`config.mk`:
```
export PLATFORM = sky130hd
export DESIGN_NAME = dragon_body_queue
export DESIGN_NICKNAME = d
export VERILOG_FILES = /design/src/rtl/dragon_pkg.sv /design/src/rtl/move_timer.sv /design/src/rtl/dragon_body_queue.sv
export SDC_FILE = /design/constraint.sdc
export NUM_CORES = 1
export LEC_CHECK = 0
export ABC_CLOCK_PERIOD_IN_PS = 9700
export BUFFER_PORTS_ARGS = -buffer_cell sky130_fd_sc_hd__buf_2
export CORE_MARGIN = 2
export CORE_UTILIZATION = 50
export CTS_BUF_LIST = sky130_fd_sc_hd__clkbuf_4 sky130_fd_sc_hd__clkbuf_8 sky130_fd_sc_hd__clkbuf_16
export DETAILED_ROUTE_END_ITERATION = 8
export PLACE_DENSITY = 0.8
export RECOVER_POWER = 100
export SYNTH_ARGS = -nofsm -noshare
export SYNTH_HDL_FRONTEND = slang
export SYNTH_SLANG_ARGS = --single-unit
```
`constraint.sdc`:
```
create_clock -name clk -period 9.7 [get_ports clk]
set_clock_uncertainty 0.05 [all_clocks]
set_input_delay 1.94 -clock clk [delete_from_list [all_inputs] [get_ports clk]]
set_output_delay 1.94 -clock clk [all_outputs]
set_load 0.01 [all_outputs]
```
`src/rtl/dragon_pkg.sv`:
```
// Shared types and helpers for the dragon body queue.
package dragon_pkg;

    typedef enum logic [1:0] {
        LU_MOVE = 2'b00,
        LU_HEAL = 2'b01,
        LU_HIT  = 2'b10,
        LU_IDLE = 2'b11
    } lu_t;

    typedef enum logic {
        ST_RUN  = 1'b0,
        ST_DEAD = 1'b1
    } state_t;

    function automatic int seg_w(input int orient_w, input int pos_w);
        return orient_w + pos_w;
    endfunction

endpackage

```
`src/rtl/move_timer.sv`:
```
// Frame-tick divider: emits a one-cycle step every MOVE_PERIOD frame ticks.
module move_timer #(
    parameter int MOVE_PERIOD = 10
) (
    input  logic clk,
    input  logic reset,
    input  logic frame_tick,
    input  logic enable,
    output logic step
);

    localparam int CNT_W = (MOVE_PERIOD > 1) ? $clog2(MOVE_PERIOD) : 1;
    localparam logic [CNT_W-1:0] LAST = CNT_W'(MOVE_PERIOD - 1);

    logic [CNT_W-1:0] cnt;

    assign step = enable & frame_tick & (cnt == LAST);

    // Count frame ticks while enabled; hold the count otherwise.
    always_ff @(posedge clk) begin
        if (!reset) begin
            cnt <= '0;
        end else if (enable && frame_tick) begin
            cnt <= (cnt == LAST) ? '0 : cnt + 1'b1;
        end
    end

endmodule

```
`src/rtl/dragon_body_queue.sv`:
```
// Dragon body segment queue: head-history shift register, thermometer
// visible-length mask, self-collision detect and a terminal DEAD state.
//
//   state   | meaning
//   --------+----------------------------------------------------------
//   ST_RUN  | normal play: queue steps, length follows HEAL/HIT
//   ST_DEAD | last segment lost: everything frozen until reset
module dragon_body_queue
    import dragon_pkg::*;
#(
    parameter int MAX_SEGMENTS = 7,
    parameter int POS_W        = 8,
    parameter int ORIENT_W     = 2,
    parameter int MOVE_PERIOD  = 10,
    localparam int SEG_W       = seg_w(ORIENT_W, POS_W),
    localparam int LEN_W       = $clog2(MAX_SEGMENTS + 1)
) (
    input  logic                          clk,
    input  logic                          reset,
    input  logic                          frame_tick,
    input  logic [1:0]                    length_update,
    input  logic [SEG_W-1:0]              head_in,
    output logic [MAX_SEGMENTS*SEG_W-1:0] segments,
    output logic [MAX_SEGMENTS-1:0]       display_en,
    output logic [LEN_W-1:0]              length,
    output logic                          move_strobe,
    output logic                          self_hit,
    output logic                          dead
);

    state_t state, state_next;

    logic                    step;
    logic                    hit_any;
    logic [MAX_SEGMENTS-1:0] en_next;
    logic [LEN_W-1:0]        len_next;
    logic [SEG_W-1:0]        seg_q [MAX_SEGMENTS];

    move_timer #(
        .MOVE_PERIOD (MOVE_PERIOD)
    ) u_move_timer (
        .clk        (clk),
        .reset      (reset),
        .frame_tick (frame_tick),
        .enable     (state == ST_RUN),
        .step       (step)
    );

    assign dead = (state == ST_DEAD);

    genvar g;
    generate
        for (g = 0; g < MAX_SEGMENTS; g++) begin : g_flat
            assign segments[g*SEG_W +: SEG_W] = seg_q[g];
        end
    endgenerate

    // Compare the head position against every visible pre-shift slot.
    always_comb begin
        hit_any = 1'b0;
        for (int k = 0; k < MAX_SEGMENTS; k++) begin
            if (display_en[k] && (seg_q[k][POS_W-1:0] == head_in[POS_W-1:0])) begin
                hit_any = 1'b1;
            end
        end
    end

    // Next state and next length/mask from the length command.
    always_comb begin
        state_next = state;
        en_next    = display_en;
        len_next   = length;
        if (state == ST_RUN) begin
            case (length_update)
                LU_HEAL: begin
                    if (length < LEN_W'(MAX_SEGMENTS)) begin
                        en_next  = (display_en << 1) | MAX_SEGMENTS'(1);
                        len_next = length + 1'b1;
                    end
                end
                LU_HIT: begin
                    if (length > LEN_W'(1)) begin
                        en_next  = display_en >> 1;
                        len_next = length - 1'b1;
                    end else if (length == LEN_W'(1)) begin
                        en_next    = '0;
                        len_next   = '0;
                        state_next = ST_DEAD;
                    end
                end
                default: ;
            endcase
        end
    end

    // FSM state register.
    always_ff @(posedge clk) begin
        if (!reset) begin
            state <= ST_RUN;
        end else begin
            state <= state_next;
        end
    end

    // Length mask, count and step-aligned pulses.
    always_ff @(posedge clk) begin
        if (!reset) begin
            display_en  <= '0;
            length      <= '0;
            move_strobe <= 1'b0;
            self_hit    <= 1'b0;
        end else begin
            display_en  <= en_next;
            length      <= len_next;
            move_strobe <= step;
            self_hit    <= step & hit_any;
        end
    end

    // Head-history shift; the oldest entry falls off the end.
    always_ff @(posedge clk) begin
        if (!reset) begin
            for (int k = 0; k < MAX_SEGMENTS; k++) begin
                seg_q[k] <= '0;
            end
        end else if (step) begin
            seg_q[0] <= head_in;
            for (int k = 1; k < MAX_SEGMENTS; k++) begin
                seg_q[k] <= seg_q[k-1];
            end
        end
    end

endmodule

```
==> impl_metrics.py <==
metrics = {
    "yosys": {
        "syn_nets": 361,
        "synth_compound_area_frac": 0.0522,
        "syn_area_mm2": 0.00415,
        "ys_seq_area_frac": 0.588,
        "synth_xor_area_frac": 0.122,
        "muxShareOfSynthArea": 0.00241,
        "yosysUniqueCellTypes": 38,
        "synthCells": 341,
        "synth_async_sr_flop_share": 0,
        "synth_edf_count": 70,
        "yosys_warnings": 0,
        "synth_flop_cell": "edfxtp_1",
        "ys_seq_elements": 87,
        "synth_simple_gate_area_share": 0.185,
        "synth_top_family_by_area": "simple AND/OR/NAND/NOR gates",
        "avgSynthCellArea_um2": 12.2,
        "yosys.area_share.adder": 0.0151,
    },
    "floorplanning": {
        "io_pins": 98,
        "fp.dieW_um": 95.1,
        "coreArea_mm2": 0.00813,
        "die_height_um": 95.1,
        "start_util": 0.510,
        "dieArea_mm2": 0.00904,
        "fp-row-count": 33,
    },
    "critical_path": {
        "critical_path.max_stage_delay_ns": 1.99,
        "cp.arrival_ns": 6.42,
        "timing.rr.end": "seg_q[5][4]$_SDFFCE_PN0P_",
        "worstPathCellList": "buf_2 > clkbuf_1 > nand2b_1 > buf_4",
        "crit_buf_inv": 3,
        "worstPathMaxFanout": 87,
        "reg2reg_from": "dead$_SDFF_PN0_",
        "start_kind": "input pin",
        "crit_required_ns": 9.71,
        "reg2reg_depth": 6,
        "cp-end-kind": "flop",
        "r2r_slack_ns": 6.11,
        "path_class": "input pin to flop",
        "crit_family": "buffers and inverters",
        "slowest_stage": "clkbuf_1",
    },
    "cts": {
        "clk_path_buf_depth": 2,
        "htreeDepth": 3,
        "cts_tree": "yes",
        "ctsResizeCount": 0,
        "cts.hold.buffers_added": 0,
        "cts.sinks": 87,
        "clk_latency_ns": 0.35,
        "cts_setup_buffers": 0,
        "clockRootBuffer": "clkbuf_8",
        "cts_made_buffers": 9,
        "clk_pin_slew_ns": 0.08,
    },
    "global_route": {
        "grt_use_total": 0.192,
        "grt_pass1_wl_um": 13100,
        "antenna_found_initial": 0,
        "grt_max_degree": 88,
        "grt_overflow_total": 0,
        "grt_pass1_vias": 2614,
    },
    "run": {
        "drv_cap": 2,
    },
    "outcome": {
        "status": "complete, but fails checks",
        "violations": "max-capacitance violations, max-slew violations",
    },
    "drt": {
        "vias": 2952,
        "wl_per_cell_um": 16.5,
        "drc": 0,
        "drt-initial-drc-count": 148,
        "wl_um": 8850,
        "via_per_inst": 5.50,
        "dr.pass1.iters": 4,
        "antenna_left": 0,
    },
    "place": {
        "dpl.hpwl_um": 6100,
        "finalWeightedCongestion": 0.854,
        "io_buffers": 97,
        "dp.cells": 521,
    },
    "pwr": {
        "p_leak_nw": 1.95,
        "pwr_density_cell_mw_per_mm2": 157,
        "irDropWorstVdd_mv": 0.0869,
    },
    "layout": {
        "antenna_cells": 0,
        "synthToLayoutAreaGrowth_pct": 14.5,
        "fill_cells": 691,
        "drive_gt1_frac": 0.0787,
        "fin_nets": 447,
        "instances_no_fill": 537,
        "layout_common_cells": "clkbuf_1, edfxtp_1, and3_1, xor2_1, dfxtp_1",
        "final_common_cell": "clkbuf_1",
    },
    "worst_hold_path": {
        "min_path_type": "flop to flop",
        "hold_end": "u_move_timer.cnt[3]$_SDFFE_PN0P_",
        "min_path_cells": 2,
        "hold_start": "u_move_timer.cnt[3]$_SDFFE_PN0P_",
    },
    "timing": {
        "fin_tns_setup_ns": 0,
        "worstMarginPinSlew_ns": 2.83,
        "timing.fmax_ghz": 0.156,
        "period_minus_slack_ns": 6.42,
        "final_hold_viol_count": 0,
        "relSlewSlack": -0.889,
        "slew_violations": 126,
        "finalSetupViolCount": 0,
        "rsz0062_at_grt": "no",
        "timing.final.crit_share": 0.662,
    },
}
## metal layers
metal,up-vias,GRT usage,share of wire
met3,8,0.0372,0.076
met1,1425,0.274,0.45
met5,-,0,0
li1,1399,-,-
met4,0,0.0700,0.0090
met2,120,0.295,0.46
## state kept, by name, summed over array words and instances (netlist names)
register and flops:
self_hit 1, seg_q 70, u_move_timer.cnt 4, length 3
move_strobe 1, display_en 7, dead 1
## cell usage after synthesis (2+ instances only)
cell type / n / area [µm²]
nor3_1: 6 / 30.0
a21oi_1: 4 / 20.0
nand2_1: 15 / 56.3
nor2_1: 2 / 7.51
o21a_1: 2 / 15.0
nand2b_1: 3 / 18.8
a22oi_1: 5 / 37.5
o21ai_0: 7 / 35.0
dfxtp_1: 17 / 340
nand3_1: 3 / 15.0
edfxtp_1: 70 / 2100
inv_1: 4 / 15.0
buf_2: 8 / 40.0
nor3b_1: 2 / 15.0
nor2b_1: 4 / 25.0
xor2_1: 50 / 438
nand4_1: 7 / 43.8
ha_1: 5 / 62.6
clkbuf_1: 15 / 56.3
o21ai_1: 2 / 10.0
a21boi_0: 2 / 15.0
and3_1: 60 / 375
xnor2_1: 8 / 70.1
nor4_1: 8 / 50.1
and2_1: 19 / 119
## stage by stage
stage	hold WS (ns)	power, mW	instance area [µm²]	setup slack, ns	utilization
CTS	0.481	0.754	4860	5.33	0.598
floorplan	0.414	0.490	4150	4.73	-
finish	0.484	0.747	4750	3.28	0.584
global route	0.514	0.775	4750	2.70	0.584
detailed placement	0.461	0.516	4670	4.95	0.575
global placement	0.430	0.512	4670	5.04	0.575
## layout make-up
type	count	area, µm²	share of cell area
inverter	5	18.8	0.00395
multi-input combinational	224	1570	0.331
clock inverter	7	63.8	0.0134
clock buffer	9	124	0.0261
timing repair buffer	100	400	0.0843
sequential	87	2440	0.514
tap	105	131	0.0276
## how the worst max path moves through the flow
stage               cells past startpoint  slack [ns]  startpoint                         to
floorplan                               4        4.73  frame_tick  seg_q[0][0]$_SDFFCE_PN0P_
global placement                        7        5.04  frame_tick  seg_q[6][1]$_SDFFCE_PN0P_
detailed placement                      7        4.95  frame_tick  seg_q[2][1]$_SDFFCE_PN0P_
CTS                                     7        5.33  frame_tick  seg_q[1][1]$_SDFFCE_PN0P_
global route                            4        2.70       reset  seg_q[0][2]$_SDFFCE_PN0P_
finish                                  4        3.28       reset  seg_q[5][4]$_SDFFCE_PN0P_
## cells by family after synthesis
kind of cell    after synthesis
mux                           1
fa+ha+maj                     5
xor+xnor                     58
compound gates               30
simple gates                130
buf+inv                      30
flops                        87
## report_power, final
group | internal (mW) | switching, mW | total, mW | leakage, nW
registers | 0.416 | 0.0143 | 0.431 | 0.860
clock network | 0.117 | 0.126 | 0.243 | 0.0957
logic | 0.0266 | 0.0467 | 0.0734 | 0.993
## worst min-delay path: stages, from the launching register on
cell and delay [ns]:
dfxtp_1 0.32, o21ai_0 0.08, a21boi_0 0.08
Note: power is estimated with default switching activity, not from simulation.
